==> config.mk <==
export PLATFORM = sky130hd
export DESIGN_NAME = rmii_rx_framer
export DESIGN_NICKNAME = d
export VERILOG_FILES = /design/src/rtl/rmii_rx_framer_pkg.sv /design/src/rtl/rmii_rx_framer_delay.sv /design/src/rtl/rmii_rx_framer.sv
export SDC_FILE = /design/constraint.sdc
export NUM_CORES = 1
export LEC_CHECK = 0
export CAP_MARGIN = 5
export CELL_PAD_IN_SITES_DETAIL_PLACEMENT = 0
export CELL_PAD_IN_SITES_GLOBAL_PLACEMENT = 1
export CORE_MARGIN = 2
export CORE_UTILIZATION = 50
export CTS_BUF_LIST = sky130_fd_sc_hd__clkbuf_4 sky130_fd_sc_hd__clkbuf_8
export CTS_CLUSTER_SIZE = 14
export DETAILED_ROUTE_END_ITERATION = 12
export PLACE_DENSITY = 0.85
export SETUP_SLACK_MARGIN = 0.02
export SLEW_MARGIN = 20
export SYNTH_ARGS = -nofsm -noshare
export SYNTH_HDL_FRONTEND = slang
export SYNTH_SLANG_ARGS = --single-unit
==> constraint.sdc <==
create_clock -name clk -period 5.3 [get_ports clk]
set_clock_uncertainty 0.1 [all_clocks]
set_input_delay 0.795 -clock clk [delete_from_list [all_inputs] [get_ports clk]]
set_output_delay 0.795 -clock clk [all_outputs]
set_load 0.02 [all_outputs]
==> src/rtl/rmii_rx_framer_pkg.sv <==
// Shared constants and types for the RMII receive framer: line dibit codes,
// frame size limits and FSM state encodings.
package rmii_rx_framer_pkg;

  typedef logic [1:0] dibit_t;

  typedef struct packed {
    logic   crs_dv;
    dibit_t rxd;
  } rmii_sample_t;

  localparam dibit_t RMII_IDLE_DIBIT = 2'b00;
  localparam dibit_t RMII_PRE_DIBIT  = 2'b01;
  localparam dibit_t RMII_SFD_DIBIT  = 2'b11;

  localparam int RMII_MIN_PREAMBLE_DIBITS = 8;
  localparam int RMII_MAX_FRAME_DIBITS    = 6088;

  localparam logic [1:0] RMII_RX_IDLE = 2'd0;
  localparam logic [1:0] RMII_RX_PRE  = 2'd1;
  localparam logic [1:0] RMII_RX_DATA = 2'd2;
  localparam logic [1:0] RMII_RX_DROP = 2'd3;

  // A body is only a whole number of bytes when the dibit count is a multiple of 4.
  function automatic logic dibits_misaligned(input logic [1:0] cnt_lsbs);
    return cnt_lsbs != 2'b00;
  endfunction

endpackage

==> src/rtl/rmii_rx_framer_delay.sv <==
// Fixed-depth register pipeline with synchronous reset; used to retime the
// raw RMII pins before any decision logic looks at them.
module rmii_rx_framer_delay #(
  parameter int WIDTH = 1,
  parameter int DEPTH = 1
) (
  input  logic             clk,
  input  logic             reset,
  input  logic [WIDTH-1:0] din,
  output logic [WIDTH-1:0] dout
);

  genvar gi;
  generate
    for (gi = 0; gi < DEPTH; gi++) begin : g_stage
      logic [WIDTH-1:0] q_reg;
      if (gi == 0) begin : g_first
        always_ff @(posedge clk) begin
          if (reset) q_reg <= '0;
          else       q_reg <= din;
        end
      end else begin : g_next
        always_ff @(posedge clk) begin
          if (reset) q_reg <= '0;
          else       q_reg <= g_stage[gi-1].q_reg;
        end
      end
    end
  endgenerate

  assign dout = g_stage[DEPTH-1].q_reg;

endmodule

==> src/rtl/rmii_rx_framer.sv <==
// RMII receive front end: strips preamble/SFD, emits the frame body as a
// dibit stream and flags misaligned or oversize frames at end of frame.
module rmii_rx_framer
  import rmii_rx_framer_pkg::*;
#(
  parameter int MIN_PREAMBLE_DIBITS = RMII_MIN_PREAMBLE_DIBITS,
  parameter int MAX_FRAME_DIBITS    = RMII_MAX_FRAME_DIBITS
) (
  input  logic       clk,
  input  logic       reset,
  input  logic       crs_dv,
  input  logic [1:0] rxd,
  output logic [1:0] out,
  output logic       outclk,
  output logic       done_out,
  output logic       frame_err
);

  localparam int PRE_W = $clog2(MIN_PREAMBLE_DIBITS + 1);
  localparam int CNT_W = $clog2(MAX_FRAME_DIBITS + 1);

  rmii_sample_t sample_in;
  rmii_sample_t sample_q;
  logic         c1;
  dibit_t       d1;

  assign sample_in = '{crs_dv: crs_dv, rxd: rxd};
  assign c1 = sample_q.crs_dv;
  assign d1 = sample_q.rxd;

  rmii_rx_framer_delay #(
    .WIDTH ($bits(rmii_sample_t)),
    .DEPTH (1)
  ) u_in_reg (
    .clk   (clk),
    .reset (reset),
    .din   (sample_in),
    .dout  (sample_q)
  );

  logic [1:0]       state_reg;
  logic [PRE_W-1:0] pre_cnt_reg;
  logic [CNT_W-1:0] dib_cnt_reg;
  logic             p_val_reg;
  dibit_t           p_dib_reg;
  logic             low_reg;

  always_ff @(posedge clk) begin
    if (reset) begin
      state_reg   <= RMII_RX_IDLE;
      pre_cnt_reg <= '0;
      dib_cnt_reg <= '0;
      p_val_reg   <= 1'b0;
      p_dib_reg   <= RMII_IDLE_DIBIT;
      low_reg     <= 1'b0;
      out         <= 2'b00;
      outclk      <= 1'b0;
      done_out    <= 1'b0;
      frame_err   <= 1'b0;
    end else begin
      outclk    <= 1'b0;
      done_out  <= 1'b0;
      frame_err <= 1'b0;
      case (state_reg)
        RMII_RX_IDLE: begin
          if (c1) begin
            state_reg   <= RMII_RX_PRE;
            pre_cnt_reg <= (d1 == RMII_PRE_DIBIT) ? PRE_W'(1) : '0;
          end
        end
        RMII_RX_PRE: begin
          if (!c1) begin
            state_reg <= RMII_RX_DROP;
          end else if (d1 == RMII_PRE_DIBIT) begin
            if (pre_cnt_reg != PRE_W'(MIN_PREAMBLE_DIBITS))
              pre_cnt_reg <= pre_cnt_reg + 1'b1;
          end else if (d1 == RMII_IDLE_DIBIT && pre_cnt_reg == '0) begin
            state_reg <= RMII_RX_PRE;
          end else if (d1 == RMII_SFD_DIBIT && pre_cnt_reg >= PRE_W'(MIN_PREAMBLE_DIBITS)) begin
            state_reg   <= RMII_RX_DATA;
            dib_cnt_reg <= '0;
            p_val_reg   <= 1'b0;
            low_reg     <= 1'b0;
          end else begin
            state_reg <= RMII_RX_DROP;
          end
        end
        RMII_RX_DATA: begin
          if (dib_cnt_reg == CNT_W'(MAX_FRAME_DIBITS)) begin
            // Truncation is reported one cycle after the final emitted dibit.
            done_out  <= 1'b1;
            frame_err <= 1'b1;
            p_val_reg <= 1'b0;
            state_reg <= RMII_RX_DROP;
          end else if (!c1 && low_reg) begin
            // Second low cycle: the dibit held from the first low cycle was idle, not data.
            done_out  <= 1'b1;
            frame_err <= dibits_misaligned(dib_cnt_reg[1:0]);
            p_val_reg <= 1'b0;
            state_reg <= RMII_RX_IDLE;
          end else begin
            // A single low cycle may be an end-of-frame toggle, so its dibit is held, not dropped.
            if (p_val_reg) begin
              out         <= p_dib_reg;
              outclk      <= 1'b1;
              dib_cnt_reg <= dib_cnt_reg + 1'b1;
            end
            p_dib_reg <= d1;
            p_val_reg <= 1'b1;
            low_reg   <= !c1;
          end
        end
        default: begin
          if (!c1) state_reg <= RMII_RX_IDLE;
        end
      endcase
    end
  end

endmodule

==> results of run 1 <==
layout by cell type (no fill, tap or decap), types with 4 or more instances in the layout:
master,n
o21ai_0,8
nor3_1,4
nor2b_1,5
clkbuf_4,6
dfxtp_1,31
ha_1,8
clkdlybuf4s50_1,9
a21oi_1,16
nand4_1,5
inv_1,13
nand2_1,6
nor2_1,21
and3_1,7
nand3_1,9
mux2i_1,6
layer usage:
metal	wire length (µm)	up-vias
li1	-	728
met1	1759	682
met2	1462	38
met3	211	4
met4	31	0
met5	0	-
power by group:
part	leakage (nW)	switching [mW]	total [mW]	internal, mW
registers	0.251	0.00793	0.250	0.242
logic	0.384	0.0770	0.128	0.0511
clock network	0.0276	0.0704	0.123	0.0522
total	0.663	0.155	0.501	0.345
synth_stat cells, types with 3 or more instances:
library cell and count:
inv_1 13, dfxtp_1 31, nand3_1 9, mux2i_1 6
nor2b_1 5, a22o_1 3, nand2_1 6, ha_1 8
o21ai_0 8, a21oi_1 16, nand2b_1 3, and3_1 7
nor2_1 21, nor3_1 4, nand4_1 5, clkbuf_1 3
path summary, 6_finish.rpt:
kind / depth (start not counted) / to / startpoint / slack [ns]
hold reg to reg: 2 / dib_cnt_reg[12]$_SDFFE_PP0P_ / dib_cnt_reg[12]$_SDFFE_PP0P_ / 0.38
hold / removal: 2 / dib_cnt_reg[12]$_SDFFE_PP0P_ / dib_cnt_reg[12]$_SDFFE_PP0P_ / 0.38
setup reg to reg: 7 / dib_cnt_reg[12]$_SDFFE_PP0P_ / state_reg[0]$_SDFFE_PP0P_ / 3.04
setup / recovery: 7 / dib_cnt_reg[12]$_SDFFE_PP0P_ / reset / 2.74
logic make-up (layout without fill, tap and decap cells):
family	count (synthesis)	after routing	share of synthesized area (%)
compound gates	50	50	20.08
buf+inv	20	29	5.359
fa+ha+maj	8	8	6.038
flops	31	31	37.43
mux	8	8	4.981
simple gates	77	77	26.11
worst min-delay path, stage by stage, from the launching register on:
cell and delay, ns:
dfxtp_1 0.33, inv_1 0.05, o21ai_1 0.06
cell type report:
cell class / count / area share (%)
flip-flops and latches: 31 / 34.18
well taps: 44 / 3.032
inverters: 13 / 2.688
clock buffers: 6 / 2.481
repair buffers: 10 / 5.376
multi-input cells: 143 / 52.24
metrics by stage:
| stage | area (µm²) | hold slack, ns | utilization [%] | instances | total power, mW |
|---|---|---|---|---|---|
| 6_report | 1815 | 0.3785 | 58.51 | 247 | 0.5006 |
| 5_1_grt | 1815 | 0.3973 | 58.51 | 247 | 0.5382 |
| 4_1_cts | 1815 | 0.3752 | 58.51 | 247 | 0.5051 |
| 3_5_place_dp | 1770 | 0.3650 | 57.06 | 241 | 0.3827 |
| 3_3_place_gp | 1770 | 0.3583 | 57.06 | 241 | 0.3779 |
| 2_1_floorplan | 1658 | 0.3360 | - | 194 | 0.3565 |
==> key figures, run 1 <==
Status
  • Outcome: complete, no violations

Route
  • Vias: between 1000 and 1500
  • Initial drt markers: roughly 120
  • Routed Antenna Nets: 0
  • Vias per inst: around 5.9
  • Final wirelength: roughly 3500 µm
  • DRC errors left: 0
  • DR pass1 iterations: 4
  • DR WL/cell: about 14 µm

Final layout
  • Share of cells above drive strength 1: under 10%
  • Storage element area: 620.6 µm²
  • Area growth, synth to finish: 9.509%
  • Multi-input gate area: approximately 950 µm²
  • Max FFs per register: 13
  • ANT cells: 0
  • Fillers: ~300
  • Final nets: 217

Clock network
  • Worst-Skew Late Latency: 0.32 ns
  • Cts bufs inserted: 5
  • Post-CTS setup buffers: 0
  • PostCTS Resize Cnt: 0
  • Clock Sinks: 31
  • TritonCTS clock tree: yes
  • Clock slew at reported path FFs: around 0.090 ns
  • CTS Buffer Depth: 2
  • Cts hold-fix bufs: 0
  • H-tree lvl count: 2
  • CTS root buffer: clkbuf_4

Setup path
  • CP max FO: 24
  • Crit-path max cell delay: 0.44 ns
  • Crit Path Class: primary input to flop
  • CP required: between 5 and 6 ns
  • Arrival @ worst endpoint: between 2 and 3 ns
  • WP buf/inv: 2
  • Crit end category: flop
  • Startpoint class of the critical path: primary input
  • Crit path cell chain: clkdlybuf4s50_1, buf_4, and2b_1, nand3_1, or3_4, or3_1, o21ai_1
  • Slowest-stage cell, CP: or3_4
  • Top Family by Delay on Critical Path: simple AND/OR/NAND/NOR gates

Global routing
  • GR Util met2: between 30% and 40%
  • Largest net degree at the start of global routing: 25
  • GRT Overall Usage: 21.81%
  • Initial antenna violation count: 0
  • GRT met1 Usage: approximately a third
  • Met3 Resource Use GR: under 10%
  • Vias in the first global route: roughly 1300
  • GR peak layer: met1
  • Congestion Overflow GR: 0
  • First-pass GRT wire length: 6072 µm

Synthesis
  • Ys async rst share: 0%
  • Cells after Synth: roughly 190
  • Post-synth net total: ~210
  • Primary FF master, synth: dfxtp_1
  • Sequential share of the synthesized area: a little under two fifths
  • Post-synth EDFFs: 0
  • Syn Area/Cell: approximately 8.5 µm²
  • Seq cells post-synth: 31
  • Synth top area share: ~37%
  • Yosys warning total: 0
  • Synth area leader: dfxtp_1
  • Synth top area cells: dfxtp_1 (37%), ha_1 (6.0%), a21oi_1 (4.8%), nor2_1 (4.8%), mux2i_1 (3.6%)
  • Mapped cell area: roughly 1700 µm²
  • Unique masters post-synth: 51

Floorplanning
  • Starting density of the core: a little over half
  • Core ar.: 3103 µm²
  • Die Span Y: between 60 and 70 µm
  • Num ports: 10
  • FP Rows: 20
  • Horiz. Die Dim: around 62 µm
  • Die area: approximately 3800 µm²

Power
  • Max IR drop VDD: 0.0001942 V
  • Power density over the cells: between 200 and 300 nW/µm²
  • P_leak: 0.6627 nW

Placement
  • Post-DP HPWL: roughly 2500 µm
  • IO Port Bufs: 9
  • Gpl congestion: 0.8877
  • Dpl ws: ~2.4 ns

STA
  • Worst rel slew slack: between 60% and 70%
  • Final setup fails: 0
  • Slew Viols, Final: 0
  • Final min period: ~2.6 ns
  • Fin. Hold Viols: 0
  • RSZ-0062 raised after global routing: false
  • Crit share post-route: between 40% and 50%
  • Least-Margin Pin Slew: 0.5320 ns
  • Setup TNS: 0 ns
  • Final Worst Setup Slack: around 2.7 ns
  • F_max: between 300 and 400 MHz

Worst hold path
  • Worst Hold Class: flop to flop

Job
  • Max cap viols: 0
Power figures use the tool's default switching activity.
==> run 2, diff against run 1 <==
Settings changed: CORE_UTILIZATION 50 to 42, PLACE_DENSITY 0.85 to 0.75.
Clock period 5.3 ns to 2.1 ns, I/O delays scaled along.
==> run 2 against run 1 <==
Wire length increased by 12%. First-iteration DRC count decreased by 23%. Clock power increased to 4.3 times the previous value. Critical path depth unchanged. Hold slack got worse by 0.0015 ns. Final area increased by 13%.
==> key figures, run 2 (same netlist as run 1, synthesis figures left out) <==
Status
  • Outcome: complete, no violations

Final layout
  • Most frequent cells in the layout: dfxtp_1 (30), nor2_1 (21), buf_4 (21)
  • Fillers: 351 (+16%)
  • Final Cell Area: 2052 µm² (+13%)
  • Multi-input gate area: 969.7 µm² (+2.2%)
  • Share of cells above drive strength 1: 19.11% (+11 points)
  • Area growth, synth to finish: 23.77%
  • Final cell count without fillers: 273 (+11%)
  • Storage element area: 621.8 µm² (+0.20%)
  • Core Util, Final: 55.22% (-3.3 points)
  • ANT cells: 0 (unchanged)
  • Final nets: 237 (+9.2%)
  • Max FFs per register: 13 (unchanged)
  • Commonest non-fill, non-tap cell in the layout: dfxtp_1

Placement
  • DP Area: 1926 µm² (+8.8%)
  • Placed Cells: 265 (+10%)
  • Dpl ws: 0.02389 ns (-2.412 ns)
  • Gpl congestion: 0.9064 (+2.1%)
  • IO Port Bufs: 9 (unchanged)
  • Post-DP HPWL: 2955 µm (+17%)

Global routing
  • Largest net degree at the start of global routing: 14 (-44%)
  • First-pass GRT wire length: 6803 µm (+12%)
  • GRT Overall Usage: 19.95% (-1.9 points)
  • Initial antenna violation count: 0 (unchanged)
  • Congestion Overflow GR: 0 (unchanged)
  • Vias in the first global route: 1492 (+13%)

STA
  • Fin Hold WS: 0.3769 ns (-0.001532 ns)
  • Fin. Hold Viols: 0 (unchanged)
  • RSZ-0062 raised after global routing: false
  • Final min period: 1.984 ns
  • Final Worst Setup Slack: 0.1157 ns (-2.629 ns)
  • Final setup fails: 0 (unchanged)
  • F_max: ~500 MHz
  • Setup TNS: 0 ns (unchanged)
  • Worst rel slew slack: 67.75% (+3.4 points)
  • Crit share post-route: a little over nine tenths
  • Slew Viols, Final: 0 (unchanged)
  • Least-Margin Pin Slew: 0.4771 ns (-0.05496 ns)

Power
  • Comb power frac: 25.0% (-0.6 points)
  • Overall Power: 1.543 mW (+210%)
  • Max IR drop VDD: 0.0002693 V (+39%)
  • Sequential power share: 40.9% (-9.0 points)
  • Net switching power: 0.4543 mW (+190%)
  • P_leak: 0.7906 nW (+19%)
  • Power Internal: 1.088 mW (+220%)
  • Power density over the cells: 751.8 nW/µm² (+170%)
  • Clock share of power: 34.1% (+9.6 points)
  • Sw Ratio: 29.45% (-1.6 points)

Setup path
  • CP required: 2.21 ns (-3.25 ns)
  • Crit end category: flop
  • CP max FO: 6 (-75%)
  • Crit Path Class: flop to flop
  • Arrival @ worst endpoint: 2.10 ns (-0.61 ns)
  • Startpoint class of the critical path: flop

Route
  • Final wirelength: 3870 µm (+12%)
  • DR pass1 iterations: 4 (unchanged)
  • DRC errors left: 0 (unchanged)
  • DR WL/cell: 14.18 µm (+1.1%)
  • Vias: 1505 (+3.7%)
  • Initial drt markers: 95 (-23%)
  • Routed Antenna Nets: 0 (unchanged)
  • Vias per inst: 5.513 (-6.2%)

Clock network
  • H-tree lvl count: 2 (unchanged)
  • PostCTS Resize Cnt: 0 (unchanged)
  • Worst-Skew Late Latency: 0.28 ns (-0.04 ns)
  • CTS root buffer: clkbuf_8
  • TritonCTS clock tree: yes
  • Cts hold-fix bufs: 0 (unchanged)
  • Post-CTS setup buffers: 0 (unchanged)
  • Cts bufs inserted: 5 (unchanged)
  • Clock Sinks: 31 (unchanged)
  • Clock slew at reported path FFs: 0.06 ns (-0.03 ns)
  • CTS Buffer Depth: 2 (unchanged)

Floorplanning
  • FP Rows: 22 (+10%)
  • Die area: 4466 µm² (+18%)
  • Starting density of the core: 44.61% (-8.8 points)
  • Num ports: 10 (unchanged)
  • Core ar.: 3716 µm² (+20%)
  • Horiz. Die Dim: 66.83 µm (+8.5%)
  • Die Span Y: 66.83 µm (+8.5%)

Worst hold path
  • Worst Hold Class: flop to flop

Job
  • Max cap viols: 0 (unchanged)
[run 2: cell types whose count changed in the layout (fill, tap and decap cells not counted), sizes merged]
cell,previous run,this run
buf,1,21
clkbuf,6,8
[run 2: cell type report]
class / count / share of cell area, %
clock buffers: 8 / 5.061
multi-input cells: 143 / 47.26
flip-flops and latches: 31 / 30.30
repair buffers: 30 / 12.07
inverters: 13 / 2.378
well taps: 48 / 2.927
[run 2: metal layers]
| metal | GRT usage [%] | routed length, µm | vias to the layer above |
|---|---|---|---|
| met5 | 0 | 0 | - |
| met4 | 7.908 | 51 | 0 |
| met3 | 5.068 | 112 | 4 |
| met2 | 31.50 | 1877 | 24 |
| met1 | 25.88 | 1829 | 714 |
| li1 | - | - | 763 |
[run 2: power by group through the flow]
stage | logic [mW] | registers [mW] | clock network, mW
after floorplan | 0.262 | 0.638 | 0
after global placement | 0.360 | 0.641 | 0
after detailed placement | 0.371 | 0.643 | 0
after CTS | 0.373 | 0.630 | 0.542
after global routing | 0.433 | 0.635 | 0.569
final | 0.386 | 0.630 | 0.526
[run 2: worst paths after layout]
path	start	end	slack (ns)	cells after the start
setup / recovery	dib_cnt_reg[0]$_SDFFE_PP0P_	dib_cnt_reg[12]$_SDFFE_PP0P_	0.12	7
hold / removal	dib_cnt_reg[12]$_SDFFE_PP0P_	dib_cnt_reg[12]$_SDFFE_PP0P_	0.38	2
setup reg to reg	dib_cnt_reg[0]$_SDFFE_PP0P_	dib_cnt_reg[12]$_SDFFE_PP0P_	0.12	7
hold reg to reg	dib_cnt_reg[12]$_SDFFE_PP0P_	dib_cnt_reg[12]$_SDFFE_PP0P_	0.38	2
[run 2: critical path, cell delays in order (launching register included)]
cell     delay [ns]
dfxtp_1        0.33
inv_1          0.06
ha_2           0.20
and2_1         0.17
and4_4         0.22
or3_4          0.41
or3_1          0.36
o21ai_1        0.08
